[config.mk]
export PLATFORM = sky130hd
export DESIGN_NAME = f_pc_unit
export DESIGN_NICKNAME = d
export VERILOG_FILES = /design/src/rtl/f_pc_unit.sv
export SDC_FILE = /design/constraint.sdc
export NUM_CORES = 1
export LEC_CHECK = 0
export CAP_MARGIN = 30
export CORE_MARGIN = 5
export CORE_UTILIZATION = 42
export CTS_BUF_LIST = sky130_fd_sc_hd__clkbuf_4
export DETAILED_ROUTE_END_ITERATION = 7
export GPL_ROUTABILITY_DRIVEN = 0
export HOLD_SLACK_MARGIN = 0.15
export PLACE_DENSITY = 0.79
export SYNTH_ARGS = -nofsm -noshare
export SYNTH_HDL_FRONTEND = slang
export SYNTH_SLANG_ARGS = --single-unit
[constraint.sdc]
create_clock -name clk -period 3.9 [get_ports clk]
set_input_delay 0.78 -clock clk [delete_from_list [all_inputs] [get_ports clk]]
set_output_delay 0.78 -clock clk [all_outputs]
set_load 0.05 [all_outputs]
[src/rtl/f_pc_unit.sv]
// rtl/f_pc_unit.sv - fetch-stage program counter and next-PC selection
//
// Holds the F-stage PC register and selects the next fetch address from
// sequential PC+4, a taken D-stage branch, a j/jal absolute target or a
// jr/jalr register target. Redirects decided in D take effect on the fetch
// after the delay slot; a stall holds the PC and the hazard unit keeps the
// D-stage inputs frozen, so the redirect is applied on the first free edge.
//
// Optional feature macro: FPC_ADEL_CHECK_EN
//   defined     -> F_exc_adel flags a misaligned or out-of-text fetch address
//   not defined -> F_exc_adel is tied low and no comparators are built
//
// Parameters:
//   RESET_PC   PC loaded while reset is asserted
//   TEXT_LO    lowest legal fetch address (address check only)
//   TEXT_HI    highest legal fetch address, inclusive (address check only)
//
// Ports:
//   clk         in   1   rising-edge clock
//   reset       in   1   asynchronous active-low reset
//   F_stall     in   1   1 = hold the PC this cycle
//   D_NPCOp     in   2   next-PC select: 0 PC4, 1 BRANCH, 2 J, 3 JR
//   D_bjump     in   1   branch-taken flag, meaningful only for BRANCH
//   D_PC        in  32   PC of the instruction in D
//   D_imm16     in  16   branch word offset
//   D_imm26     in  26   jump word index
//   D_rs_data   in  32   forwarded rs value for JR
//   F_PC        out 32   registered fetch address
//   F_NPC       out 32   combinational next fetch address
//   F_exc_adel  out  1   fetch address error

module f_pc_unit #(
    parameter logic [31:0] RESET_PC = 32'h0000_3000,
    parameter logic [31:0] TEXT_LO  = 32'h0000_3000,
    parameter logic [31:0] TEXT_HI  = 32'h0000_6FFC
) (
    input  logic        clk,
    input  logic        reset,
    input  logic        F_stall,
    input  logic [1:0]  D_NPCOp,
    input  logic        D_bjump,
    input  logic [31:0] D_PC,
    input  logic [15:0] D_imm16,
    input  logic [25:0] D_imm26,
    input  logic [31:0] D_rs_data,
    output logic [31:0] F_PC,
    output logic [31:0] F_NPC,
    output logic        F_exc_adel
);

    localparam logic [1:0] NPC_PC4    = 2'd0;
    localparam logic [1:0] NPC_BRANCH = 2'd1;
    localparam logic [1:0] NPC_J      = 2'd2;
    localparam logic [1:0] NPC_JR     = 2'd3;

    // A text window with its bounds swapped would flag every fetch.
    if (TEXT_HI < TEXT_LO) begin : g_bad_text_range
        $error("f_pc_unit: TEXT_HI below TEXT_LO");
    end

    logic [31:0] pc_reg;
    logic [31:0] seq_pc;
    logic [31:0] branch_offset;
    logic [31:0] branch_target;
    logic [31:0] jump_target;

    // Branch offset is relative to the delay-slot address (D_PC + 4);
    // every sum wraps modulo 2^32.
    assign seq_pc        = pc_reg + 32'd4;
    assign branch_offset = {{14{D_imm16[15]}}, D_imm16, 2'b00};
    assign branch_target = D_PC + 32'd4 + branch_offset;
    assign jump_target   = {D_PC[31:28], D_imm26, 2'b00};

    always_comb begin
        F_NPC = seq_pc;
        case (D_NPCOp)
            NPC_PC4:    F_NPC = seq_pc;
            NPC_BRANCH: F_NPC = D_bjump ? branch_target : seq_pc;
            NPC_J:      F_NPC = jump_target;
            NPC_JR:     F_NPC = D_rs_data;
            default:    F_NPC = seq_pc;
        endcase
    end

    always_ff @(posedge clk or negedge reset) begin
        if (!reset) begin
            pc_reg <= RESET_PC;
        end else if (!F_stall) begin
            pc_reg <= F_NPC;
        end
    end

    assign F_PC = pc_reg;

`ifdef FPC_ADEL_CHECK_EN
    // Flag only; fetch carries on and the exception logic squashes.
    assign F_exc_adel = (pc_reg[1:0] != 2'b00) || (pc_reg < TEXT_LO) || (pc_reg > TEXT_HI);
`else
    assign F_exc_adel = 1'b0;
`endif

endmodule

==> run summary, run 1 <==
R2R Path End = F_PC[28]
Die width = 116 µm
Die area = 0.0135 mm²
CTS root buffer = clkbuf_4
Drt first pass iters = 5
Worst reg2reg startpoint = F_PC[2]
Mapped Area = 0.00474 mm²
Primary FF master, synth = dfrtp_1
Row cnt = 38
Cells after Synth = 584
Ant diodes = 0
# hold bufs at CTS = 0
Post-layout instance count excluding filler cells = 1008
Startpoint Class = primary input
Largest register FFs = 32
CP max FO = 4
Max Slew Vio Count = 0
Nets = 1038
Max-cap violations = 0
Vias in the first global route = 6702
Commonest non-fill, non-tap cells in the layout = buf_4 (115), clkdlybuf4s50_1 (100), nand2_1 (51)
Top post-synthesis cells by area = dfrtp_1 (16%), ha_1 (15%), mux2_2 (8.3%)
CP arrival = 3.64 ns
Placed cell count = 962
Ports = 177
Final wirelength = 24600 µm
CTS tree = yes
Setup TNS = -2.41 ns
Measured slew at the worst slew-check pin = 0.824 ns
Yosys reg bits = 32
Ys Warns = 0
Synth async-reset ratio = 100%
Clock Skew = 0.00868 ns
CP Cell Sequence = buf_6 -> ha_4 -> ha_4 -> inv_2 -> fa_2 -> nand2b_4 -> a21oi_4 -> o21ai_4 -> o21ai_2 -> a311oi_2 -> xor2_1 -> o211ai_1 -> buf_4 -> buf_12
Slowest-stage cell, CP = xor2_1
Largest net degree at the start of global routing = 52
Mean post-synth cell area = 8.12 µm²
Post-DP HPWL = 14600 µm
Initial Util = 43.4%
Vias per cell = 6.45
GRT Residual Overflow = 0
R2r worst-path depth = 9
Cell taking the most area after synthesis = dfrtp_1
Area grow syn2layout = 92.1%
Most common cell after layout, fill and taps aside = buf_4
DR iter-0 viols = 711
Layout cells sized above 1 = 45.7%
CTS sink cnt = 32
Clk slew on worst S/H paths = 0.12 ns
Post-synth EDFFs = 0
Worst-case vdd ir drop = 321 µV
CP required = 3.12 ns
Outcome = finished with violations
WL/cell = 24.4 µm
Core ar. = 0.0109 mm²
Y dimension of the die = 116 µm
Num CTS Buffers = 5
Drt drc = 0
Later-pin clock latency in the skew report = 0.37 ns
Port bufs = 175
Final worst slack = -0.521 ns
Worst path top cell family by delay = compound AO/OA/AOI/OAI gates
Yosys top cell area share = 15.8%
Setup crit end kind = output port
PwrDens = 333 mW/mm²
Leak pwr = 3.79 nW
ANT nets after route = 0
Setup Viol. Count Final = 18
Initial antenna violation count = 0
CTS Buffer Depth = 2
Most used cell along the critical path = ha_4
Hold Path Class = in -> async
Unrepaired setup endpoints after global routing = true
Reg2reg setup slack = 1.15 ns
Period utilization = 113%
CP max stage delay = 0.39 ns
Sequential element share of the synthesized area = 16.9%
Hold slack final = 0.492 ns
Tot GR Track Use = 32.2%
Worst Path Buf+Inv = 4
Slew HR = 45.0%
Syn_nets = 755
Fin. Hold Viols = 0
Failing checks = setup timing
CP Class = in -> out
Min Tclk post-route = 4.42 ns
Routed vias = 6500
H-Tree Depth = 2
Max Freq = 0.226 GHz
Global-route wire length before repair = 34400 µm
Synth cell types = 67
-- how the worst max path moves through the flow --
stage	startpoint	end	depth (start not counted)
finish	D_PC[3]	F_NPC[17]	14
global route	D_PC[3]	F_NPC[17]	14
CTS	D_PC[3]	F_NPC[31]	13
detailed placement	D_imm16[15]	F_NPC[27]	13
global placement	D_imm16[15]	F_NPC[27]	13
floorplan	D_PC[7]	F_NPC[22]	9
-- repair_timing --
action	in CTS	in global routing
buffers inserted	30	9
pin swaps	93	49
gates resized for setup	257	66
cloned	0	0
setup endpoints to repair	25	20
-- metrics by stage --
step | cell area, µm² | utilization [%] | power [mW] | worst slack (ns)
floorplan | 4980 | - | 1.55 | -0.403
global placement | 7720 | 70.6 | 2.33 | -0.716
detailed placement | 7720 | 70.6 | 2.36 | -0.822
CTS | 8770 | 80.2 | 2.80 | -0.153
global route | 9110 | 83.3 | 3.15 | -0.575
finish | 9110 | 83.3 | 3.04 | -0.521
-- cells by family after synthesis --
logic type	synth area share (%)
XOR/XNOR	9.05
AND/OR/NAND/NOR	18.3
adder cells (fa/ha/maj)	15.7
buffers and inverters	3.69
AO/OA/AOI/OAI	22.9
flip-flops	16.9
multiplexers	13.3
other	0.0791
-- per-layer routing --
layer / global-route usage [%] / wire length [µm] / vias to the layer above
li1: - / - / 2731
met1: 34.4 / 8100 / 2997
met2: 56.7 / 12000 / 575
met3: 9.90 / 2770 / 197
met4: 16.9 / 1770 / 0
met5: 0 / 0 / -
-- power breakdown --
part	switching [mW]	total (mW)	internal [mW]
Clock	0.138	0.204	0.0661
Sequential	0.109	0.509	0.400
Combinational	1.28	2.32	1.04
Total	1.53	3.04	1.51
-- Yosys cell counts (all sizes together), types with 4 or more instances --
| cell | count |
|---|---|
| a31oi | 5 |
| a211oi | 10 |
| and4 | 4 |
| dfrtp | 30 |
| a22o | 7 |
| o21ai | 27 |
| xor2 | 27 |
| ha | 58 |
| nand3b | 5 |
| xnor2 | 22 |
| a21o | 11 |
| clkbuf | 24 |
| and2 | 4 |
| a21oi | 43 |
| nand4 | 4 |
| nor3 | 10 |
| nor2 | 39 |
| o211ai | 10 |
| nand2 | 62 |
| inv | 18 |
| mux2 | 37 |
| and3 | 11 |
| mux2i | 21 |
| nand2b | 8 |
| nor2b | 4 |
| a22oi | 5 |
| nand3 | 20 |
| o21a | 6 |
| o31ai | 6 |
-- area by class of cell --
type,count,area [µm²]
clock inverters,3,13.8
fillers,567,1830
repair buffers,303,2940
well taps,140,175
multi-input cells,507,5060
clock buffers,5,37.5
inverters,18,72.6
flip-flops and latches,32,803
Power figures use the tool's default switching activity.
==> inputs of run 2 (changes only) <==
--- a/config.mk
+++ b/config.mk
@@ -5,7 +5,6 @@
 export SDC_FILE = /design/constraint.sdc
 export NUM_CORES = 1
 export LEC_CHECK = 0
-export CAP_MARGIN = 30
 export CORE_MARGIN = 5
 export CORE_UTILIZATION = 42
 export CTS_BUF_LIST = sky130_fd_sc_hd__clkbuf_4
@@ -13,6 +12,7 @@
 export GPL_ROUTABILITY_DRIVEN = 0
 export HOLD_SLACK_MARGIN = 0.15
 export PLACE_DENSITY = 0.79
+export REMOVE_ABC_BUFFERS = 1
 export SYNTH_ARGS = -nofsm -noshare
 export SYNTH_HDL_FRONTEND = slang
 export SYNTH_SLANG_ARGS = --single-unit
==> run 2 against run 1 <==
  * The run still ends with setup timing left
  * Count of clock-buffer cells in the layout is 2 higher
  * Highest routed layer unchanged
  * Critical endpoint is now F_NPC[26]
  * Worst hold slack better by 0.069 ns
  * Die area stayed put
==> run summary, run 2 (synthesized netlist as in run 1, its figures left out) <==
Max-cap violations = 0
Row cnt = 38
Fillers = 518
Hold Path Class = reg -> reg
Startpoint Class = primary input
Y dimension of the die = 116 µm
Worst hold start = F_PC[1]
Ports = 177
Period utilization = 114%
Die area = 0.0135 mm²
Worst-case vdd ir drop = 293 µV
Grt met2 use = 60.9%
CP arrival = 3.68 ns
Global-route wire length before repair = 37500 µm
Later-pin clock latency in the skew report = 0.34 ns
Ant diodes = 0
Leak pwr = 3.95 nW
# hold bufs at CTS = 0
Measured slew at the worst slew-check pin = 0.619 ns
Post-route design area = 0.00950 mm²
Worst reg2reg startpoint = F_PC[2]
Commonest non-fill, non-tap cells in the layout = buf_4 (135), clkdlybuf4s50_1 (103), nand2_1 (52)
Max Freq = 0.224 GHz
DR iter-0 viols = 793
Clk slew on worst S/H paths = 0.12 ns
Final worst slack = -0.556 ns
CTS sink cnt = 32
Drt drc = 0
Post-DP HPWL = 15000 µm
Clock Skew = 0.00993 ns
H-Tree Depth = 2
Setup crit end kind = output port
Setup TNS = -3.54 ns
Min Tclk post-route = 4.46 ns
Fin. Hold Viols = 0
WL/cell = 27.8 µm
CP required = 3.12 ns
Hold-critical path depth = 1
Initial Util = 43.4%
Reg2reg setup slack = 0.47 ns
DP Area = 0.00764 mm²
Routed vias = 6838
CP Class = in -> out
R2R Path End = F_PC[18]
Outcome = finished with violations
GRT Residual Overflow = 0
Nets = 1063
Total power = 3.22 mW
Max Slew Vio Count = 0
Core ar. = 0.0109 mm²
Largest net degree at the start of global routing = 48
Layout cells sized above 1 = 48.3%
Final wirelength = 28700 µm
Port bufs = 175
Drt first pass iters = 8
Initial antenna violation count = 0
CTS Buffer Depth = 2
Largest register FFs = 32
Hold slack final = 0.560 ns
CTS tree = yes
Most common cell after layout, fill and taps aside = buf_4
CP max FO = 5
M3 GR Usage = 12.5%
Setup Viol. Count Final = 15
CTS root buffer = clkbuf_4
Vias in the first global route = 6974
Failing checks = setup timing
Met1 Usage GRT = 37.7%
Fin util = 86.9%
Vias per cell = 6.62
R2r worst-path depth = 11
Slew HR = 58.6%
ANT nets after route = 0
Num CTS Buffers = 5
PwrDens = 339 mW/mm²
Area grow syn2layout = 100%
Gr busiest metal = met2
Hold path endpoint = F_PC[1]
Unrepaired setup endpoints after global routing = true
Tot GR Track Use = 36.1%
Die width = 116 µm
-- run 2: changes by cell type in the layout (fill, tap and decap cells not counted), sizes merged --
cell / previous run / this run
clkbuf: 14 / 17
buf: 186 / 206
dlygate4sd2: 5 / 6
clkinv: 3 / 1
dlymetal6s2s: 0 / 1
clkdlybuf4s15: 3 / 2
clkdlybuf4s50: 100 / 103
-- run 2: worst max-delay path by stage --
stage               slack, ns         to         from
global route            -0.55  F_NPC[26]     D_PC[21]
CTS                     -0.08  F_NPC[22]   D_imm16[3]
floorplan               -0.63  F_NPC[23]      D_PC[3]
finish                  -0.56  F_NPC[26]     D_PC[21]
global placement        -0.69  F_NPC[31]      D_PC[3]
detailed placement      -0.74  F_NPC[28]  D_imm16[15]
-- run 2: cell type report --
cell class / instances / area, µm² / area share [%]
clock buffer: 7 / 52.6 / 0.553
clock inverter: 1 / 3.75 / 0.0395
inverter: 18 / 70.1 / 0.738
multi-input combinational: 507 / 5160 / 54.3
sequential: 32 / 803 / 8.46
tap: 140 / 175 / 1.84
timing repair buffer: 328 / 3240 / 34.1
-- run 2: power breakdown --
part           switching, mW  internal [mW]
clock                  0.133         0.0834
sequential             0.118          0.400
combinational           1.36           1.12
-- run 2: routing by layer --
metal	wire length [µm]	up-vias
li1	-	2795
met2	12900	632
met5	0	-
met1	8890	3160
met4	2960	0
met3	3940	251
-- run 2: metrics by stage --
stage | cells | setup slack (ns)
after floorplan | 557 | -0.630
after global placement | 981 | -0.690
after detailed placement | 981 | -0.735
after CTS | 1012 | -0.0803
after global routing | 1033 | -0.548
final | 1033 | -0.556
-- run 2: critical path: stages --
cell and delay [ns]:
dlygate4sd2_1 0.26, ha_4 0.28, ha_4 0.21, a21oi_2 0.19
o21ai_2 0.10, buf_4 0.16, a211oi_2 0.42, o41a_1 0.41
buf_6 0.16, o31ai_4 0.07, xnor2_2 0.26, o221ai_2 0.18
buf_12 0.18
-- run 2: repair_timing --
action	in CTS	in global routing
pin swaps	104	92
setup endpoints to repair	24	21
gates cloned	0	0
resized for setup	269	122
setup buffers	24	22
==> inputs of run 3 (changes only) <==
--- a/config.mk
+++ b/config.mk
@@ -13,6 +13,7 @@
 export HOLD_SLACK_MARGIN = 0.15
 export PLACE_DENSITY = 0.79
 export REMOVE_ABC_BUFFERS = 1
+export SLEW_MARGIN = 20
 export SYNTH_ARGS = -nofsm -noshare
 export SYNTH_HDL_FRONTEND = slang
 export SYNTH_SLANG_ARGS = --single-unit
==> results of run 3 <==
Same layout as run 2: the final DEF is identical, and so are final timing and power.
